### config.mk
export PLATFORM = sky130hd
export DESIGN_NAME = pe_tile_sequencer_flat
export DESIGN_NICKNAME = d
export VERILOG_FILES = /design/src/rtl/pe_tile_sequencer_pkg.sv /design/src/rtl/pe_tile_sequencer_if.sv /design/src/rtl/pe_tile_sequencer_pass_counter.sv /design/src/rtl/pe_tile_sequencer.sv /design/src/flat_wrapper.sv
export SDC_FILE = /design/constraint.sdc
export NUM_CORES = 1
export LEC_CHECK = 0
export ABC_AREA = 1
export BUFFER_PORTS_ARGS = -buffer_cell sky130_fd_sc_hd__buf_4
export CAP_MARGIN = 20
export CORE_ASPECT_RATIO = 0.9
export CORE_MARGIN = 5
export CORE_UTILIZATION = 49
export DETAILED_ROUTE_END_ITERATION = 10
export PLACE_DENSITY = 0.92
export SYNTH_ARGS = -nofsm -noshare
export SYNTH_HDL_FRONTEND = slang
export SYNTH_SLANG_ARGS = --single-unit
### constraint.sdc
create_clock -name i_clk -period 4.3 [get_ports i_clk]
set_clock_uncertainty 0.2 [all_clocks]
set_input_delay 0.215 -clock i_clk [delete_from_list [all_inputs] [get_ports i_clk]]
set_output_delay 0.215 -clock i_clk [all_outputs]
set_load 0.02 [all_outputs]
### src/rtl/pe_tile_sequencer_pkg.sv
// Shared types for the PE tile sequencer: counter width, PE geometry,
// the pass instruction word and the controller state encoding.
package pe_tile_sequencer_pkg;

  localparam int CNTWD   = 8;
  localparam int PEROW   = 4;
  localparam int PSUMDWD = 16;

  typedef logic [CNTWD-1:0] cnt_t;
  typedef logic [PEROW-1:0][PSUMDWD-1:0] PsumVec;

  typedef struct packed {
    logic             first;
    logic             last;
    logic [CNTWD-1:0] pass_idx;
  } SeqInst;

  typedef enum logic [1:0] {
    IDLE    = 2'd0,
    ISSUE   = 2'd1,
    COLLECT = 2'd2,
    DONE    = 2'd3
  } SeqState;

endpackage

### src/rtl/pe_tile_sequencer_if.sv
// Handshake bundle between dispatcher, sequencer, PE and downstream sink.
// master = sequencer side, slave = environment (dispatcher/PE/sink) side.
interface pe_tile_sequencer_if;
  import pe_tile_sequencer_pkg::*;

  logic   Tile_rdy;
  logic   Tile_ack;
  cnt_t   i_tile_npass;
  cnt_t   i_tile_nout;
  logic   PEinst_rdy;
  logic   PEinst_ack;
  SeqInst o_PEinst;
  logic   Psum_rdy;
  logic   Psum_ack;
  PsumVec i_Psum;
  logic   Out_rdy;
  logic   Out_ack;
  PsumVec o_Out;

  modport master (
    input  Tile_rdy, i_tile_npass, i_tile_nout, PEinst_ack, Psum_rdy, i_Psum, Out_ack,
    output Tile_ack, PEinst_rdy, o_PEinst, Psum_ack, Out_rdy, o_Out
  );

  modport slave (
    output Tile_rdy, i_tile_npass, i_tile_nout, PEinst_ack, Psum_rdy, i_Psum, Out_ack,
    input  Tile_ack, PEinst_rdy, o_PEinst, Psum_ack, Out_rdy, o_Out
  );

endinterface

### src/rtl/pe_tile_sequencer_pass_counter.sv
// Loadable up-counter: i_load latches the limit and zeroes the count,
// o_tc flags the last value before the limit (count == limit-1).
module pe_tile_sequencer_pass_counter
  import pe_tile_sequencer_pkg::*;
(
  input  logic i_clk,
  input  logic i_rst,
  input  logic i_load,
  input  cnt_t i_limit,
  input  logic i_clr,
  input  logic i_inc,
  output cnt_t o_cnt,
  output logic o_tc
);

  cnt_t r_cnt;
  cnt_t r_limit;

  always_ff @(posedge i_clk or negedge i_rst) begin
    if (!i_rst) begin
      r_cnt   <= '0;
      r_limit <= '0;
    end else if (i_load) begin
      r_cnt   <= '0;
      r_limit <= i_limit;
    end else if (i_clr) begin
      r_cnt   <= '0;
    end else if (i_inc) begin
      r_cnt   <= r_cnt + cnt_t'(1);
    end
  end

  // A zero limit never reaches this module's consumer, so limit-1 wrapping is harmless.
  assign o_cnt = r_cnt;
  assign o_tc  = (r_cnt == r_limit - cnt_t'(1));

endmodule

### src/rtl/pe_tile_sequencer.sv
// Tile controller in front of one PE: issues one instruction per pass and
// absorbs intermediate-pass psums, forwarding only the final pass downstream.
module pe_tile_sequencer
  import pe_tile_sequencer_pkg::*;
(
  input  logic                  i_clk,
  input  logic                  i_rst,
  pe_tile_sequencer_if.master   bus,
  output logic                  o_done,
  output logic                  o_busy
);

  SeqState r_state;
  SeqState w_state_next;
  logic    r_alive;

  logic w_tile_xfer;
  logic w_tile_zero;
  logic w_inst_xfer;
  logic w_psum_xfer;
  logic w_pass_end;
  logic w_last_pass;
  logic w_out_tc;
  cnt_t w_pass_idx;
  cnt_t w_out_cnt;
  logic w_unused_out_cnt;

  assign w_tile_xfer = bus.Tile_rdy & bus.Tile_ack;
  assign w_tile_zero = (bus.i_tile_npass == '0) | (bus.i_tile_nout == '0);
  assign w_inst_xfer = bus.PEinst_rdy & bus.PEinst_ack;
  assign w_psum_xfer = bus.Psum_rdy & bus.Psum_ack;
  assign w_pass_end  = w_psum_xfer & w_out_tc;

  pe_tile_sequencer_pass_counter u_pass_cnt (
    .i_clk   (i_clk),
    .i_rst   (i_rst),
    .i_load  (w_tile_xfer),
    .i_limit (bus.i_tile_npass),
    .i_clr   (1'b0),
    .i_inc   (w_pass_end & ~w_last_pass),
    .o_cnt   (w_pass_idx),
    .o_tc    (w_last_pass)
  );

  pe_tile_sequencer_pass_counter u_out_cnt (
    .i_clk   (i_clk),
    .i_rst   (i_rst),
    .i_load  (w_tile_xfer),
    .i_limit (bus.i_tile_nout),
    .i_clr   (w_pass_end),
    .i_inc   (w_psum_xfer),
    .o_cnt   (w_out_cnt),
    .o_tc    (w_out_tc)
  );

  assign w_unused_out_cnt = ^w_out_cnt;

  // Holds Tile_ack low until the first clock after reset release.
  always_ff @(posedge i_clk or negedge i_rst) begin
    if (!i_rst) r_alive <= 1'b0;
    else        r_alive <= 1'b1;
  end

  always_ff @(posedge i_clk or negedge i_rst) begin
    if (!i_rst) r_state <= IDLE;
    else        r_state <= w_state_next;
  end

  always_comb begin
    w_state_next = r_state;
    case (r_state)
      IDLE:    if (w_tile_xfer) w_state_next = w_tile_zero ? DONE : ISSUE;
      ISSUE:   if (w_inst_xfer) w_state_next = COLLECT;
      COLLECT: if (w_pass_end)  w_state_next = w_last_pass ? DONE : ISSUE;
      DONE:    w_state_next = IDLE;
      default: w_state_next = IDLE;
    endcase
  end

  always_comb begin
    bus.Tile_ack   = 1'b0;
    bus.PEinst_rdy = 1'b0;
    bus.o_PEinst   = '0;
    bus.Psum_ack   = 1'b0;
    bus.Out_rdy    = 1'b0;
    o_done         = 1'b0;
    case (r_state)
      IDLE:  bus.Tile_ack = r_alive;
      ISSUE: begin
        bus.PEinst_rdy        = 1'b1;
        bus.o_PEinst.first    = (w_pass_idx == '0);
        bus.o_PEinst.last     = w_last_pass;
        bus.o_PEinst.pass_idx = w_pass_idx;
      end
      COLLECT: begin
        // Final pass is a bubble-free pass-through; earlier passes are already in PPAD.
        if (w_last_pass) begin
          bus.Out_rdy  = bus.Psum_rdy;
          bus.Psum_ack = bus.Out_ack;
        end else begin
          bus.Psum_ack = 1'b1;
        end
      end
      DONE:    o_done = 1'b1;
      default: ;
    endcase
  end

  assign bus.o_Out = bus.i_Psum;
  assign o_busy    = (r_state != IDLE);

endmodule

### src/flat_wrapper.sv
// flat-port wrapper written by rule: the top's interface ports become plain ports
module pe_tile_sequencer_flat import pe_tile_sequencer_pkg::*;
  (i_clk, i_rst, o_done, o_busy, bus_Tile_rdy, bus_i_tile_npass, bus_i_tile_nout, bus_PEinst_ack, bus_Psum_rdy, bus_i_Psum, bus_Out_ack, bus_Tile_ack, bus_PEinst_rdy, bus_o_PEinst, bus_Psum_ack, bus_Out_rdy, bus_o_Out);
  pe_tile_sequencer_if bus_i ();
  input  logic i_clk;
  input  logic i_rst;
  output logic o_done;
  output logic o_busy;
  input wire logic [$bits(bus_i.Tile_rdy)-1:0] bus_Tile_rdy;
  input wire logic [$bits(bus_i.i_tile_npass)-1:0] bus_i_tile_npass;
  input wire logic [$bits(bus_i.i_tile_nout)-1:0] bus_i_tile_nout;
  input wire logic [$bits(bus_i.PEinst_ack)-1:0] bus_PEinst_ack;
  input wire logic [$bits(bus_i.Psum_rdy)-1:0] bus_Psum_rdy;
  input wire logic [$bits(bus_i.i_Psum)-1:0] bus_i_Psum;
  input wire logic [$bits(bus_i.Out_ack)-1:0] bus_Out_ack;
  output wire logic [$bits(bus_i.Tile_ack)-1:0] bus_Tile_ack;
  output wire logic [$bits(bus_i.PEinst_rdy)-1:0] bus_PEinst_rdy;
  output wire logic [$bits(bus_i.o_PEinst)-1:0] bus_o_PEinst;
  output wire logic [$bits(bus_i.Psum_ack)-1:0] bus_Psum_ack;
  output wire logic [$bits(bus_i.Out_rdy)-1:0] bus_Out_rdy;
  output wire logic [$bits(bus_i.o_Out)-1:0] bus_o_Out;
  assign bus_i.Tile_rdy = bus_Tile_rdy;
  assign bus_i.i_tile_npass = bus_i_tile_npass;
  assign bus_i.i_tile_nout = bus_i_tile_nout;
  assign bus_i.PEinst_ack = bus_PEinst_ack;
  assign bus_i.Psum_rdy = bus_Psum_rdy;
  assign bus_i.i_Psum = bus_i_Psum;
  assign bus_i.Out_ack = bus_Out_ack;
  assign bus_Tile_ack = bus_i.Tile_ack;
  assign bus_PEinst_rdy = bus_i.PEinst_rdy;
  assign bus_o_PEinst = bus_i.o_PEinst;
  assign bus_Psum_ack = bus_i.Psum_ack;
  assign bus_Out_rdy = bus_i.Out_rdy;
  assign bus_o_Out = bus_i.o_Out;
  pe_tile_sequencer u_core (.i_clk(i_clk), .i_rst(i_rst), .bus(bus_i), .o_done(o_done), .o_busy(o_busy));
endmodule
==> summary by stage, run 1 <==
CTS
The clock reaches the later pin of the worst-skew pair after approximately 0.29 ns. The buffers inserted during post-CTS setup optimization is 0. The number of gates resized after cts is 0. The clock passes through at most 2 buffers. The tree is rooted in a sky130_fd_sc_hd__clkbuf_8. The CTS tree is built. The number of H-tree branching levels is 2. Clock-pin slew was measured on the worst setup and hold paths at about 0.070 ns. The quantity of hold-fixing buffers added after cts is 1. The clock buffer count from CTS is 5.

Counting every sink on the clock net gives 35.

Synth
Sequential cells were found to cover between 20% and 30% of the synthesized design area. Synthesis produced a netlist whose cell count is around 440. The register bit count reported by yosys is 35. The portion of synthesized cell area occupied by the leading cell type is between 20 and 30%. Dividing the synthesized area by the synthesized cell count gives around 7 µm². Sorting the synthesized cells by area gives the leading types as sky130_fd_sc_hd__dfrtp_1 (29%), sky130_fd_sc_hd__buf_4 (16%), sky130_fd_sc_hd__nand2_1 (12%).

The post-synthesis cell type count is 32. The cell type contributing the most total cell area after synthesis is sky130_fd_sc_hd__dfrtp_1. Counting every net in the synthesized netlist gives 529. The cell area that synthesis handed to floorplanning was 3010 µm². Yosys printed 0 warnings.

Drt
The pre-antenna-repair detailed-routing pass consisted of 5 iterations. Dividing the detail-routed via count by the number of cells gives 5.18. The routed design has about 6100 µm of wire. Summing over every cut layer, the via total after detailed routing is between 2000 and 3000.

The first routing iteration left ~170 violations. In the final routed layout, each cell accounts on average for 12.6 µm. The count of nets left with antenna violations once routing finished came out at 0. The detailed-route DRC error count is 0.

Critical path
By instance count, the cell type seen most on the critical path is sky130_fd_sc_hd__nand2_1. The maximum fanout along the worst path is 5. The cell family contributing the most delay on the critical path is simple AND/OR/NAND/NOR gates. The critical path endpoint category is an output port. At the worst endpoint, the arrival time is ~2.2 ns. The critical-path cell with the highest stage delay is sky130_fd_sc_hd__dfrtp_1.

The signal on the critical path passes through inv_1 > ha_1 > inv_1 > nor2_1 > nand2_1 > nand2_1 > nand2_1 > nand2_1 > nand2_1 > nor2_2 > nand2_1 > nor2_1 > buf_4. STA classifies the critical path startpoint as a register. The stage delay of the slowest cell on the critical path is ~0.42 ns. The worst setup path is of the register to output port kind. Together, buffers and inverters on the worst path number 3. The required time of the critical path is between 3 and 4 ns.

Global routing
The residual overflow from global routing is 0. The met1 global-route usage is ~19%. The initial antenna violation count is 0.

met2 is the most crowded layer. The largest net degree at the start of global routing is 51. The total global-route track usage is between 10% and 20%. The global-route track usage on met3 is ~3.8%. For met2 alone, demand over resource in global routing was between 20% and 30%. The number of global-route vias before repair came to between 2000 and 2500. The first global-routing pass estimated roughly 10000 µm of wire.

Timing
Setup repair after global routing left no endpoint under its margin. The final-report hold violation count came to 0. The final-report max-slew violation count is 0. Setup total negative slack on the finished layout was measured at 0 ns. The total of endpoints with negative setup slack in the final report is 0. The worst path in the final design needs a cycle of approximately 2.6 ns, including I/O delays and setup. The share of the clock period used by the worst path after layout is 61.4%. The maximum clock rate is roughly 380 MHz.

Layout
In the final layout, the multi-input gates occupy 1340 µm². The utilization of the core after routing is around half. The area used by sequential logic in the layout is around 900 µm². 0 antenna diodes ended up in the layout. Excluding fillers, the count of instances in the completed layout stands at roughly 480. After the last flow step, the layout net total stands at about 500. The post-synthesis to final-layout area growth is -1.12%. Of the cells placed in the final design, the portion with a size suffix greater than 1 is between 10 and 15%. The number of fillers in the final layout is around 540.

Placement
At the end of routability-driven placement, the weighted congestion stood at between 0.9 and 1. Once detailed placement completed, the half-perimeter wirelength came to 4650 µm. The number of placed instances, taps included, is ~480.

The number of buffer cells added on primary ports is 37.

Pwr
The worst voltage drop across the vdd grid is between 0.0002 and 0.0003 V. In this run the static leakage power is roughly 1.6 nW. The post-route total power is around 1.7 mW. For this design the ratio of total power to cell area is ~600 nW/µm².

Die
After floorplanning, the core was divided into 27 placement rows. The die area is slightly below 8000 µm². The horizontal extent of the die is about 93 µm. The floorplan step set the die height to about 84 µm.

The core area is 6050 µm². 166 I/O pins were placed. Once the floorplan was initialized, standard cells occupied around 50% of the core.

Job
The tool flagged a number of max-cap violations equal to 0.

Outcome
The run finished with clean final reports.

Worst hold path
The kind of path behind the tightest hold check is primary input to register.
layout by cell type, fill, tap and decap left out, drive strengths merged, types with 6 or more instances in the layout:
| master | instances |
|---|---|
| nand2 | 95 |
| nor3 | 6 |
| clkbuf | 8 |
| xor2 | 16 |
| buf | 38 |
| nor2 | 47 |
| inv | 72 |
| nand3 | 27 |
| dfrtp | 35 |
| o21ai | 28 |
| nand4 | 17 |
per-stage QoR:
step           area [µm²]  setup slack, ns  hold WS, ns
4_1_cts              2980             1.68      0.00397
3_3_place_gp         2870             2.06      -0.0160
3_5_place_dp         2870             1.95     -0.00664
5_1_grt              2980             1.51       0.0144
2_1_floorplan        3010             2.17       -0.281
6_report             2980             1.66      0.00282
cell type report:
type	count	area share, %
Inverter	72	9.08
Timing Repair Buffer	39	9.92
Clock buffer	8	3.36
Tap cell	72	3.03
Multi-Input combinational cell	258	45.2
Sequential cell	35	29.4
routing by layer:
layer	vias to the layer above	wire length [µm]
li1	1233	-
met1	1117	2660
met2	119	2700
met3	36	539
met4	0	209
met5	-	0
power breakdown:
group	switching, mW	total [mW]	leakage [nW]	internal, mW
Sequential	0.131	0.569	0.456	0.438
Combinational	0.560	0.915	1.13	0.356
Clock	0.117	0.263	0.0515	0.146
Total	0.808	1.75	1.64	0.940
worst register-to-register path, stage by stage (launching register included):
cell                      delay (ns)
sky130_fd_sc_hd__dfrtp_1        0.42
sky130_fd_sc_hd__inv_1          0.12
sky130_fd_sc_hd__ha_1           0.20
sky130_fd_sc_hd__inv_1          0.08
sky130_fd_sc_hd__nor2_1         0.18
sky130_fd_sc_hd__nand2_1        0.07
sky130_fd_sc_hd__nand2_1        0.08
sky130_fd_sc_hd__nand3_1        0.06
sky130_fd_sc_hd__nand2_1        0.11
sky130_fd_sc_hd__nor2_2         0.07
sky130_fd_sc_hd__nand3_2        0.09
sky130_fd_sc_hd__nand3_4        0.11
sky130_fd_sc_hd__nor2_2         0.33
sky130_fd_sc_hd__nand2_1        0.12
sky130_fd_sc_hd__o21ai_0        0.11
registers in the layout, summed over array words and instances, names as in the netlist:
name	flops
u_core.r_alive	1
u_core.r_state	2
u_core.u_out_cnt.o_cnt	8
u_core.u_out_cnt.r_limit	8
u_core.u_pass_cnt.o_cnt	8
u_core.u_pass_cnt.r_limit	8
final timing paths:
check / to / startpoint / depth (start not counted) / slack [ns]
worst max-delay path: bus_o_PEinst[8] / u_core.u_pass_cnt.r_limit[0] / 13 / 1.66
worst min-delay path: u_core.u_pass_cnt.r_limit[2] / bus_i_tile_npass[2] / 3 / 0.003
worst max register to register: u_core.u_out_cnt.o_cnt[0] / u_core.u_pass_cnt.r_limit[0] / 14 / 1.88
worst min register to register: u_core.u_out_cnt.r_limit[1] / u_core.u_out_cnt.r_limit[1] / 2 / 0.29
max in group asynchronous: u_core.r_state[0] / i_rst / 2 / 3.38
min in group asynchronous: u_core.u_out_cnt.o_cnt[5] / i_rst / 2 / 0.21
synthesized netlist by cell type, drive strengths merged:
cell	number
a21oi	2
buf	68
clkbuf	5
conb	1
dfrtp	35
ha	5
inv	72
nand2	95
nand3	27
nand3b	2
nand4	17
nor2	47
nor3	6
nor4	1
o21ai	28
o21bai	1
o22ai	1
or2	3
xnor2	5
xnor3	1
xor2	16
logic make-up (layout without fill, tap and decap cells):
family	after synthesis	count (layout)	share of synthesized area, %
and+or+nand+nor	198	198	30.1
adders and majority gates	5	5	2.08
DFF	35	35	29.1
buffers and inverters	145	119	26.2
xor gates and xnor gates	22	22	6.86
AOI/OAI and AO/OA	32	32	5.45
other	1	1	0.125
Power figures use the tool's default switching activity.
==> run 2, diff against run 1 <==
--- a/config.mk
+++ b/config.mk
@@ -5,14 +5,14 @@
 export SDC_FILE = /design/constraint.sdc
 export NUM_CORES = 1
 export LEC_CHECK = 0
-export ABC_AREA = 1
+export ABC_AREA = 0
 export BUFFER_PORTS_ARGS = -buffer_cell sky130_fd_sc_hd__buf_4
 export CAP_MARGIN = 20
 export CORE_ASPECT_RATIO = 0.9
 export CORE_MARGIN = 5
-export CORE_UTILIZATION = 49
+export CORE_UTILIZATION = 40
 export DETAILED_ROUTE_END_ITERATION = 10
-export PLACE_DENSITY = 0.92
+export PLACE_DENSITY = 0.83
 export SYNTH_ARGS = -nofsm -noshare
 export SYNTH_HDL_FRONTEND = slang
 export SYNTH_SLANG_ARGS = --single-unit
==> constraint.sdc (replaced) <==
create_clock -name i_clk -period 2.35 [get_ports i_clk]
set_clock_uncertainty 0.2 [all_clocks]
set_input_delay 0.1175 -clock i_clk [delete_from_list [all_inputs] [get_ports i_clk]]
set_output_delay 0.1175 -clock i_clk [all_outputs]
set_load 0.02 [all_outputs]
==> run 2 against run 1 <==
Compared with the run above: the flow now finishes with violations (negative setup slack); count of clock-buffer cells in the layout down 2; flip-flop and latch count unchanged; critical path type is now register to register; die area grew 10%; via count decreased by 1.2%; routed wire length grew 25%; worst hold slack improved by 0.032 ns; synthesized area fell by 9.0%; clock power increased by 120%; worst setup slack lost 2.0 ns; global-route usage up 2.6 points.
==> summary by stage, run 2 <==
Outcome
The checks that failed: negative setup slack. The run finished, with violations left.

Die
The core area is 6620 µm² (+9.5%). The vertical die dimension was 88.5 µm (+4.9%). The total number of placement rows came to 28 (+3.7%). The effective utilization at floorplan is 41.4% (-8.4 points). The number of primary I/O pins was 166 (unchanged). The die area is 8600 µm² (+10%). The horizontal extent of the die is 97.2 µm (+5.0%).

Synth
The sequential-to-total area share from yosys stat is 32.0% (+2.9 points). The xor/xnor share of the synthesized area is 6.08% (-0.78 points). The total number of yosys warnings came to 0 (unchanged). By area, the combinational part of the netlist is dominated by simple AND/OR/NAND/NOR gates.

Sorting the synthesized cells by area gives the leading types as sky130_fd_sc_hd__dfrtp_1 (32%), sky130_fd_sc_hd__buf_4 (18%), sky130_fd_sc_hd__nand2_1 (6.7%). The proportion of synthesized area in mux cells is 1.14% (+1.1 points). The register bit count reported by yosys is 35 (unchanged). The post-synthesis cell type count is 54 (+69%). The synthesized-area fraction occupied by and/or/nand/nor cells was 24.1% (-6.0 points). The adder-cell area share of the yosys netlist was 2.28% (+0.21 points). The portion of synthesized cell area occupied by the leading cell type came to 32.0% (+2.9 points). The number of nets in the synthesized netlist was 416 (-21%).

The main flop type after synthesis is sky130_fd_sc_hd__dfrtp_1. The number of synthesized flops with an enable pin was 0 (unchanged). The mean post-synth cell area is 8.43 µm² (+23%). The number of standard cells after synthesis came to 325 (-26%). Summed over all instances, the cell type with the most area after synthesis is sky130_fd_sc_hd__dfrtp_1. The netlist area before placement is 2740 µm² (-9.0%). The compound-cell area share of the yosys netlist was 12.8% (+7.4 points).

Ranked by instance count, the synthesized netlist is headed by sky130_fd_sc_hd__buf_4 (65), sky130_fd_sc_hd__nand2_1 (49), sky130_fd_sc_hd__dfrtp_1 (35), sky130_fd_sc_hd__inv_1 (14), sky130_fd_sc_hd__and2_1 (12). The share of synthesized flip-flops with an asynchronous set or reset came to 100% (unchanged). The cell with the most instances after synthesis is sky130_fd_sc_hd__buf_4.

Drt
The detailed-route DRC error count came to 0 (unchanged). The total via count after detailed routing came to 2476 (-1.2%). The sum of routed wire length over all layers was 7650 µm (+25%). The count of antenna-violating nets left after detailed routing came to 0 (unchanged).

The per-cell routed wire length is 16.7 µm (+33%). The number of violations reported at the end of detailed-routing iteration 0 is 193 (+12%). The number of detailed-routing iterations run before antenna repair is 4 (-1). The vias per cell is 5.42 (+4.7%).

Placement
The setup slack at placement is -0.351 ns (-2.30 ns). The routability congestion estimate is 0.910 (-2.3%). The number of buffer cells added on primary ports is 37 (unchanged). The post-place instance area is 2950 µm² (+2.9%).

The sum of net half-perimeters after detailed placement is 4880 µm (+4.9%).

Layout
The area used by sequential logic in the layout is 876 µm² (unchanged). The share of final-layout standard cells stronger than drive strength 1 was 40.1% (+25 points). The final standard cell area without fillers is 3600 µm² (+21%). The area growth from synthesis to layout is 31.5%. The number of diodes is 0 (unchanged). In the layout the commonest cells are sky130_fd_sc_hd__buf_4 (83), sky130_fd_sc_hd__nand2_1 (48), sky130_fd_sc_hd__dfrtp_1 (35). The net count of the finished layout is 457 (-9.0%). The number of fillers in the final layout is 539 (-0.37%). The multi-input combinational cell area came to 1550 µm² (+15%).

The most frequent standard cell in the layout excluding fill and tap cells is sky130_fd_sc_hd__buf_4.

Pwr
The post-route total power came to 1.52 mW (-13%). The worst voltage drop across the vdd grid is 0.000381 V (+40%). The fraction of power consumed by combinational cells was 16.4% (-36 points).

The leakage dissipation is 1.64 nW (+0.13%). The proportion of power drawn by flip-flops and latches is 45.8% (+13 points). The net switching fraction of the power is 26.2% (-20 points). The total power per unit cell area is 421 nW/µm² (-28%). The power dissipated by switching net loads is 398 µW (-51%). The internal power contribution was 1.12 mW (+19%). The part of the power in the clock network came to 37.8% (+23 points).

CTS
The clock latency on the worst-skew pair came to 0.30 ns (about the same). The maximum clock path buffer count is 2 (unchanged). The tree is rooted in a sky130_fd_sc_hd__clkbuf_8. The number of H-tree branching levels came to 2 (unchanged).

The clock input transition at the sequential cells of the worst setup and hold paths came to 0.07 ns (about the same). TritonCTS built the clock tree. The clock buffer count from CTS is 5 (unchanged).

The total clock sinks is 35 (unchanged).

Timing
Counting I/O delays and the setup requirement, the final critical path takes 2.73 ns. The remaining max-slew budget at the tightest pin is between 60% and 70%. The worst path uses 116% of the clock period. Derived from the worst setup path, the maximum achievable clock frequency is about 370 MHz. At the pin with the least slew margin, the transition time is between 0.5 and 0.6 ns. Setup repair after global routing could not meet its margin everywhere. The final total negative setup slack is -5.80 ns (-5.80 ns).

The total of endpoints with negative setup slack in the final report came to 21 (+21). The minimum setup slack in the final design came to -0.380 ns (-2.04 ns). The final hold slack was 0.0350 ns (+0.0322 ns).

The final-report max-slew violation count was 0 (unchanged). The final-report hold violation count is 0 (unchanged).

Worst hold path
The worst hold endpoint is bus_o_Out[0]. The launch instance of the worst min-delay path is bus_i_Psum[0]. The cell count of the worst hold path is 0 (-3). The kind of path behind the tightest hold check is primary input to output port.

Job
The number of max-capacitance violations reported came to 0 (unchanged).

Global routing
The residual overflow from global routing was 0 (unchanged). The first-pass GRT wire length is 12700 µm (+25%). The largest net degree at the start of global routing is 36 (-29%). The total global-route track usage is 18.3% (+2.6 points). The number of global-route vias before repair is 2650 (+13%).

The initial antenna violation count came to 0 (unchanged).

Critical path
The stage delay of the slowest cell on the critical path was 0.41 ns (about the same). Broken down by cell family, the worst path's largest delay share belongs to simple AND/OR/NAND/NOR gates. The critical-path cell with the highest stage delay is sky130_fd_sc_hd__dfrtp_1. The critical path launch point type is a register. The launch point of the worst reg-to-reg path is u_core.u_out_cnt.r_limit[1]. Traced cell by cell, the critical path runs through inv_2 > ha_4 > or3b_4 > nor4_4 > o2111ai_2 > a311oi_2 > buf_4 > nand4_1 > xnor2_1 > and2_1. The number of cell instances on the worst register-to-register path is 10 (-4). The data arrival time of the critical path was 2.72 ns (+0.50 ns). The worst setup path is of the register to register kind. The reg-to-reg setup timing slack is -0.38 ns (-2.26 ns). The number of buffers and inverters on the critical path was 2 (-1). The destination of the worst register-to-register timing path is u_core.u_pass_cnt.o_cnt[2]. The required time of the critical path was 2.34 ns (-1.54 ns). STA classifies the critical path endpoint as a register. The maximum fanout along the worst path came to 6 (+1).
-- run 2: cell count changes after synthesis, moves of 10 or more --
| cell | delta |
|---|---|
| sky130_fd_sc_hd__nand2_1 | -44 |
| sky130_fd_sc_hd__nand3_1 | -21 |
| sky130_fd_sc_hd__inv_1 | -58 |
| sky130_fd_sc_hd__nor2_1 | -26 |
| sky130_fd_sc_hd__and2_1 | +12 |
| sky130_fd_sc_hd__nand4_1 | -10 |
| sky130_fd_sc_hd__o21ai_0 | -20 |
-- run 2: layout make-up --
class / instances / share of cell area (%)
multi-input cells: 201 / 42.9
repair buffers: 109 / 24.8
flip-flops and latches: 35 / 24.3
well taps: 90 / 3.13
clock buffers: 6 / 2.29
inverters: 14 / 1.53
clock inverters: 2 / 0.973
-- run 2: worst max path at each step --
stage                                startpoint                         end  slack, ns  depth (start not counted)
finish              u_core.u_out_cnt.r_limit[1]  u_core.u_pass_cnt.o_cnt[2]      -0.38                         10
global route        u_core.u_out_cnt.r_limit[0]  u_core.u_pass_cnt.o_cnt[6]      -0.51                         11
CTS                 u_core.u_out_cnt.r_limit[0]  u_core.u_pass_cnt.o_cnt[4]      -0.33                         10
detailed placement  u_core.u_out_cnt.r_limit[1]   u_core.u_out_cnt.o_cnt[1]      -0.35                          9
global placement    u_core.u_out_cnt.r_limit[1]   u_core.u_out_cnt.o_cnt[1]      -0.23                          9
floorplan           u_core.u_out_cnt.r_limit[0]   u_core.u_out_cnt.o_cnt[1]      -0.24                          9
-- run 2: stage by stage --
step                      instances  utilization, %
after detailed placement        421            44.5
after CTS                       454            52.8
after global routing            457            54.4
after floorplan                 325               -
after global placement          421            44.5
final                           457            54.4
-- run 2: power groups by stage --
| stage | registers [mW] | logic [mW] | clock network (mW) |
|---|---|---|---|
| after floorplan | 0.687 | 0.266 | 0 |
| after global placement | 0.696 | 0.185 | 0 |
| after detailed placement | 0.698 | 0.195 | 0 |
| after CTS | 0.690 | 0.239 | 0.572 |
| after global routing | 0.698 | 0.274 | 0.606 |
| final | 0.695 | 0.248 | 0.573 |
-- run 2: metal layers --
| metal | wire length [µm] | up-vias | global-route usage (%) |
|---|---|---|---|
| li1 | - | 1136 | - |
| met1 | 3160 | 1200 | 22.6 |
| met2 | 3700 | 111 | 31.6 |
| met3 | 550 | 29 | 4.02 |
| met4 | 238 | 0 | 7.67 |
| met5 | 0 | - | 0 |
-- run 2: logic make-up (layout without fill, tap and decap cells) --
family | count (synthesis) | count (layout)
multiplexers | 3 | 3
adder cells (fa/ha/maj) | 5 | 5
other | 1 | 1
buffers and inverters | 89 | 131
flip-flops | 35 | 35
AO/OA/AOI/OAI | 48 | 48
XOR/XNOR | 19 | 19
AND/OR/NAND/NOR | 125 | 125
-- run 2: timing repair --
action | in CTS | in global routing
hold buffers | 18 | 0
buffers inserted | 7 | 3
gates resized for setup | 41 | 15
endpoints found under the hold margin | 52 | 0
endpoints found under the setup margin | 21 | 21
cloned | 0 | 0
pin swaps | 24 | 15
==> run 3, diff against run 2 <==
--- a/config.mk
+++ b/config.mk
@@ -5,14 +5,15 @@
 export SDC_FILE = /design/constraint.sdc
 export NUM_CORES = 1
 export LEC_CHECK = 0
-export ABC_AREA = 0
+export ABC_AREA = 1
 export BUFFER_PORTS_ARGS = -buffer_cell sky130_fd_sc_hd__buf_4
 export CAP_MARGIN = 20
 export CORE_ASPECT_RATIO = 0.9
 export CORE_MARGIN = 5
-export CORE_UTILIZATION = 40
+export CORE_UTILIZATION = 41
 export DETAILED_ROUTE_END_ITERATION = 10
 export PLACE_DENSITY = 0.83
 export SYNTH_ARGS = -nofsm -noshare
 export SYNTH_HDL_FRONTEND = slang
+export SYNTH_HIERARCHICAL = 1
 export SYNTH_SLANG_ARGS = --single-unit
==> run 3 against run 2 <==
Compared with the run above: worst setup slack gained 0.15 ns; synthesized area grew 9.5%; clock power shrank 31%; the flow still finishes with violations (negative setup slack); first-iteration DRC count shrank 29%; die area grew 6.1%; flip-flop and latch count is the same; maximum frequency grew 5.8%; synthesized cell count grew 41%; highest routed layer unchanged; sequential share of layout area grew 0.26 points; global-route usage shrank 2.3 points; utilization shrank 4.0 points; routed wire length shrank 4.7%.
==> summary by stage, run 3 <==
Placement
The routability congestion estimate was 0.856 (-5.9%). The setup slack at placement is -0.224 ns (+0.127 ns). The sum of net half-perimeters after detailed placement is 5510 µm (+13%).

The cell count after placement came to 545 (+29%). The number of buffer cells added on primary ports is 37 (unchanged). The post-place instance area is 3100 µm² (+5.2%).

Critical path
The most repeated library cell on the critical path is sky130_fd_sc_hd__nand2_2. The worst setup path is captured at an output port. The critical path start-end classification is register to output port.

The number of cell instances on the worst register-to-register path is 23 (+13). The number of buffers and inverters on the critical path is 7 (+5). The data arrival time of the critical path is 2.26 ns (-0.46 ns). The worst setup path is launched from a register. The signal on the critical path passes through inv_2 > ha_4 > inv_2 > nand2_2 > nand2_2 > nor2_1 > nand3_1 > nor2_1 > nand3_1 > nor2_2 > nand2_1 > nand2_2 > buf_4 > buf_4 > buf_6 > inv_1 > buf_6. On the critical path the largest part of the delay comes from simple AND/OR/NAND/NOR gates. The stage delay of the slowest cell on the critical path is 0.38 ns (-0.03 ns).

Among all stages on the critical path, the largest delay is contributed by sky130_fd_sc_hd__dfrtp_1. The maximum fanout along the worst path is 2 (-4). The required time of the critical path came to 2.03 ns (-0.31 ns). The instance count on the critical path is 17 (+7).

Synth
By count the netlist is led by sky130_fd_sc_hd__nand2_1 (117), sky130_fd_sc_hd__inv_1 (77), sky130_fd_sc_hd__buf_4 (64), sky130_fd_sc_hd__nor2_1 (53), sky130_fd_sc_hd__dfrtp_1 (35). The post-synthesis cell type count is 25 (-54%). The cell type contributing the most total cell area after synthesis is sky130_fd_sc_hd__dfrtp_1. The mean post-synth cell area is 6.55 µm² (-22%). The portion of synthesized cell area occupied by the leading cell type is 29.2% (-2.8 points). The total number of yosys warnings is 6 (+6).

The most used flip-flop cell after synthesis is sky130_fd_sc_hd__dfrtp_1. The number of synthesized flops with an enable pin is 0 (unchanged). The most common cell in the synthesized netlist is sky130_fd_sc_hd__nand2_1.

The number of standard cells after synthesis is 458 (+41%). The share of synthesized flip-flops with an asynchronous set or reset is 100% (unchanged). After synthesis, the cell types taking the most area are sky130_fd_sc_hd__dfrtp_1 (29%), sky130_fd_sc_hd__buf_4 (16%), sky130_fd_sc_hd__nand2_1 (15%). The sequential-to-total area share from yosys stat is 29.2% (-2.8 points). The register bit count reported by yosys is 35 (unchanged). The netlist area before placement is 3000 µm² (+9.5%).

Die
The effective utilization at floorplan was 42.4% (+1.0 points). The total number of placement rows is 29 (+3.6%). The vertical die dimension is 91.1 µm (+3.0%). The number of primary I/O pins was 166 (unchanged). The horizontal extent of the die came to 100 µm (+3.0%). The core area is 7080 µm² (+6.9%). The die area is 9130 µm² (+6.1%).

CTS
The total clock sinks is 35 (unchanged). The number of H-tree branching levels was 2 (unchanged). The clock latency on the worst-skew pair came to 0.29 ns (about the same). The clock input transition at the sequential cells of the worst setup and hold paths came to 0.06 ns (about the same). TritonCTS built the clock tree. The maximum clock path buffer count is 2 (unchanged). The root buffer selected by CTS is sky130_fd_sc_hd__clkbuf_8.

The clock buffer count from CTS came to 5 (unchanged).

Global routing
The first-pass GRT wire length is 11800 µm (-7.4%). The total global-route track usage is 16.0% (-2.3 points). The residual overflow from global routing came to 0 (unchanged). The number of global-route vias before repair was 2626 (-0.91%).

The initial antenna violation count is 0 (unchanged). The largest net degree at the start of global routing came to 36 (unchanged).

Layout
The number of fillers in the final layout is 663 (+23%). The number of diodes is 0 (unchanged). The share of final-layout standard cells stronger than drive strength 1 is 26.4% (-14 points). The library cell used most frequently in the layout, excluding fill and tap cells, is sky130_fd_sc_hd__nand2_1. The final standard cell area without fillers is 3560 µm² (-1.0%). Relative to the synthesized area, the layout overhead comes to 18.8%.

In the layout the commonest cells are sky130_fd_sc_hd__nand2_1 (111), sky130_fd_sc_hd__inv_1 (67), sky130_fd_sc_hd__buf_4 (62). The net count of the finished layout is 576 (+26%). The number of cells in the finished layout apart from fillers is 578 (+26%). The utilization of the core after routing is 50.4% (-4.0 points).

Worst hold path
In this run the worst hold path is classified as primary input to output port. The cell count of the worst hold path was 0 (unchanged).

Pwr
The total power per unit cell area is 926 nW/µm² (+120%). The leakage dissipation is 1.86 nW (+13%). The worst voltage drop across the vdd grid was 0.000562 V (+48%).

Timing
The final-report hold violation count is 0 (unchanged). The share of the clock period used by the worst path after layout was 110% (-6.3 points). Setup repair after global routing could not meet its margin everywhere.

The total of endpoints with negative setup slack in the final report is 15 (-29%). The final-report max-slew violation count is 0 (unchanged). The minimum setup slack in the final design is -0.231 ns (+0.149 ns). The clock period minus final worst setup slack came to 2.58 ns (-0.149 ns). The maximum clock rate is 387 MHz (+5.8%).

Drt
The per-cell routed wire length came to 12.6 µm (-25%). The detailed-route DRC error count was 0 (unchanged). The number of detailed-routing iterations run before antenna repair is 4 (unchanged). The vias per cell is 4.67 (-14%). The number of violations reported at the end of detailed-routing iteration 0 is 137 (-29%). The sum of routed wire length over all layers is 7290 µm (-4.7%).

The count of antenna-violating nets left after detailed routing is 0 (unchanged). The total via count after detailed routing is 2701 (+9.1%).

Outcome
The flow ran to the end, but the final reports show violations. The final reports fail on negative setup slack.

Job
The number of max-capacitance violations reported came to 0 (unchanged).
[run 3: cells by family (layout without fill, tap and decap cells)]
logic type	after synthesis	after routing	share of synthesized area, %
and+or+nand+nor	226	226	33.3
DFF	35	35	29.2
AOI/OAI and AO/OA	33	33	5.76
buffers and inverters	146	171	26.3
xor gates and xnor gates	12	12	3.50
other	2	4	0.250
adders and majority gates	4	4	1.67
[run 3: area by class of cell]
class	instances	area (µm²)	share of cell area, %
Timing Repair Buffer	85	701	19.7
Multi-Input combinational cell	279	1490	41.8
Clock buffer	6	72.6	2.04
Inverter	80	308	8.64
Tap cell	93	116	3.27
Sequential cell	35	876	24.6
[run 3: path summary, 6_finish.rpt]
check / slack [ns] / end / start
max in group asynchronous: 1.51 / u_core/r_state[0] / i_rst
worst max-delay path: -0.23 / bus_Psum_ack / u_core/u_pass_cnt/r_limit[1]
min in group asynchronous: 0.12 / u_core/u_out_cnt/r_limit[7] / i_rst
worst min register to register: 0.29 / u_core/u_pass_cnt/r_limit[7] / u_core/u_pass_cnt/r_limit[7]
worst min-delay path: 0.04 / bus_o_Out[28] / bus_i_Psum[28]
worst max register to register: -0.20 / u_core/u_out_cnt/o_cnt[4] / u_core/u_pass_cnt/r_limit[1]
[run 3: repair_timing]
| item | 4_1_cts | 5_1_grt |
|---|---|---|
| cloned | 0 | 0 |
| setup buffers | 5 | 7 |
| pin swaps | 10 | 7 |
| endpoints found under the setup margin | 18 | 21 |
| endpoints found under the hold margin | 53 | 0 |
| gates resized for setup | 18 | 28 |
| hold buffers | 19 | 0 |
[run 3: stage by stage]
step	setup TNS, ns	hold slack (ns)	power [mW]
4_1_cts	-1.25	0.0351	3.17
3_3_place_gp	-0.679	-0.102	2.58
6_report	-1.91	0.0350	3.30
3_5_place_dp	-1.60	-0.0988	2.66
2_1_floorplan	-0.0434	-0.378	2.29
5_1_grt	-4.01	0.0350	3.59
[run 3: per-layer routing]
layer / vias up / track usage (%) / routed length, µm
li1: 1370 / - / -
met1: 1198 / 19.0 / 3060
met2: 82 / 25.2 / 3410
met3: 51 / 3.14 / 446
met4: 0 / 12.6 / 370
met5: - / 0 / 0
[run 3: where the power goes]
part | internal (mW) | switching [mW]
Sequential | 0.795 | 0.200
Combinational | 0.810 | 1.10
Clock | 0.197 | 0.200
Total | 1.80 | 1.50
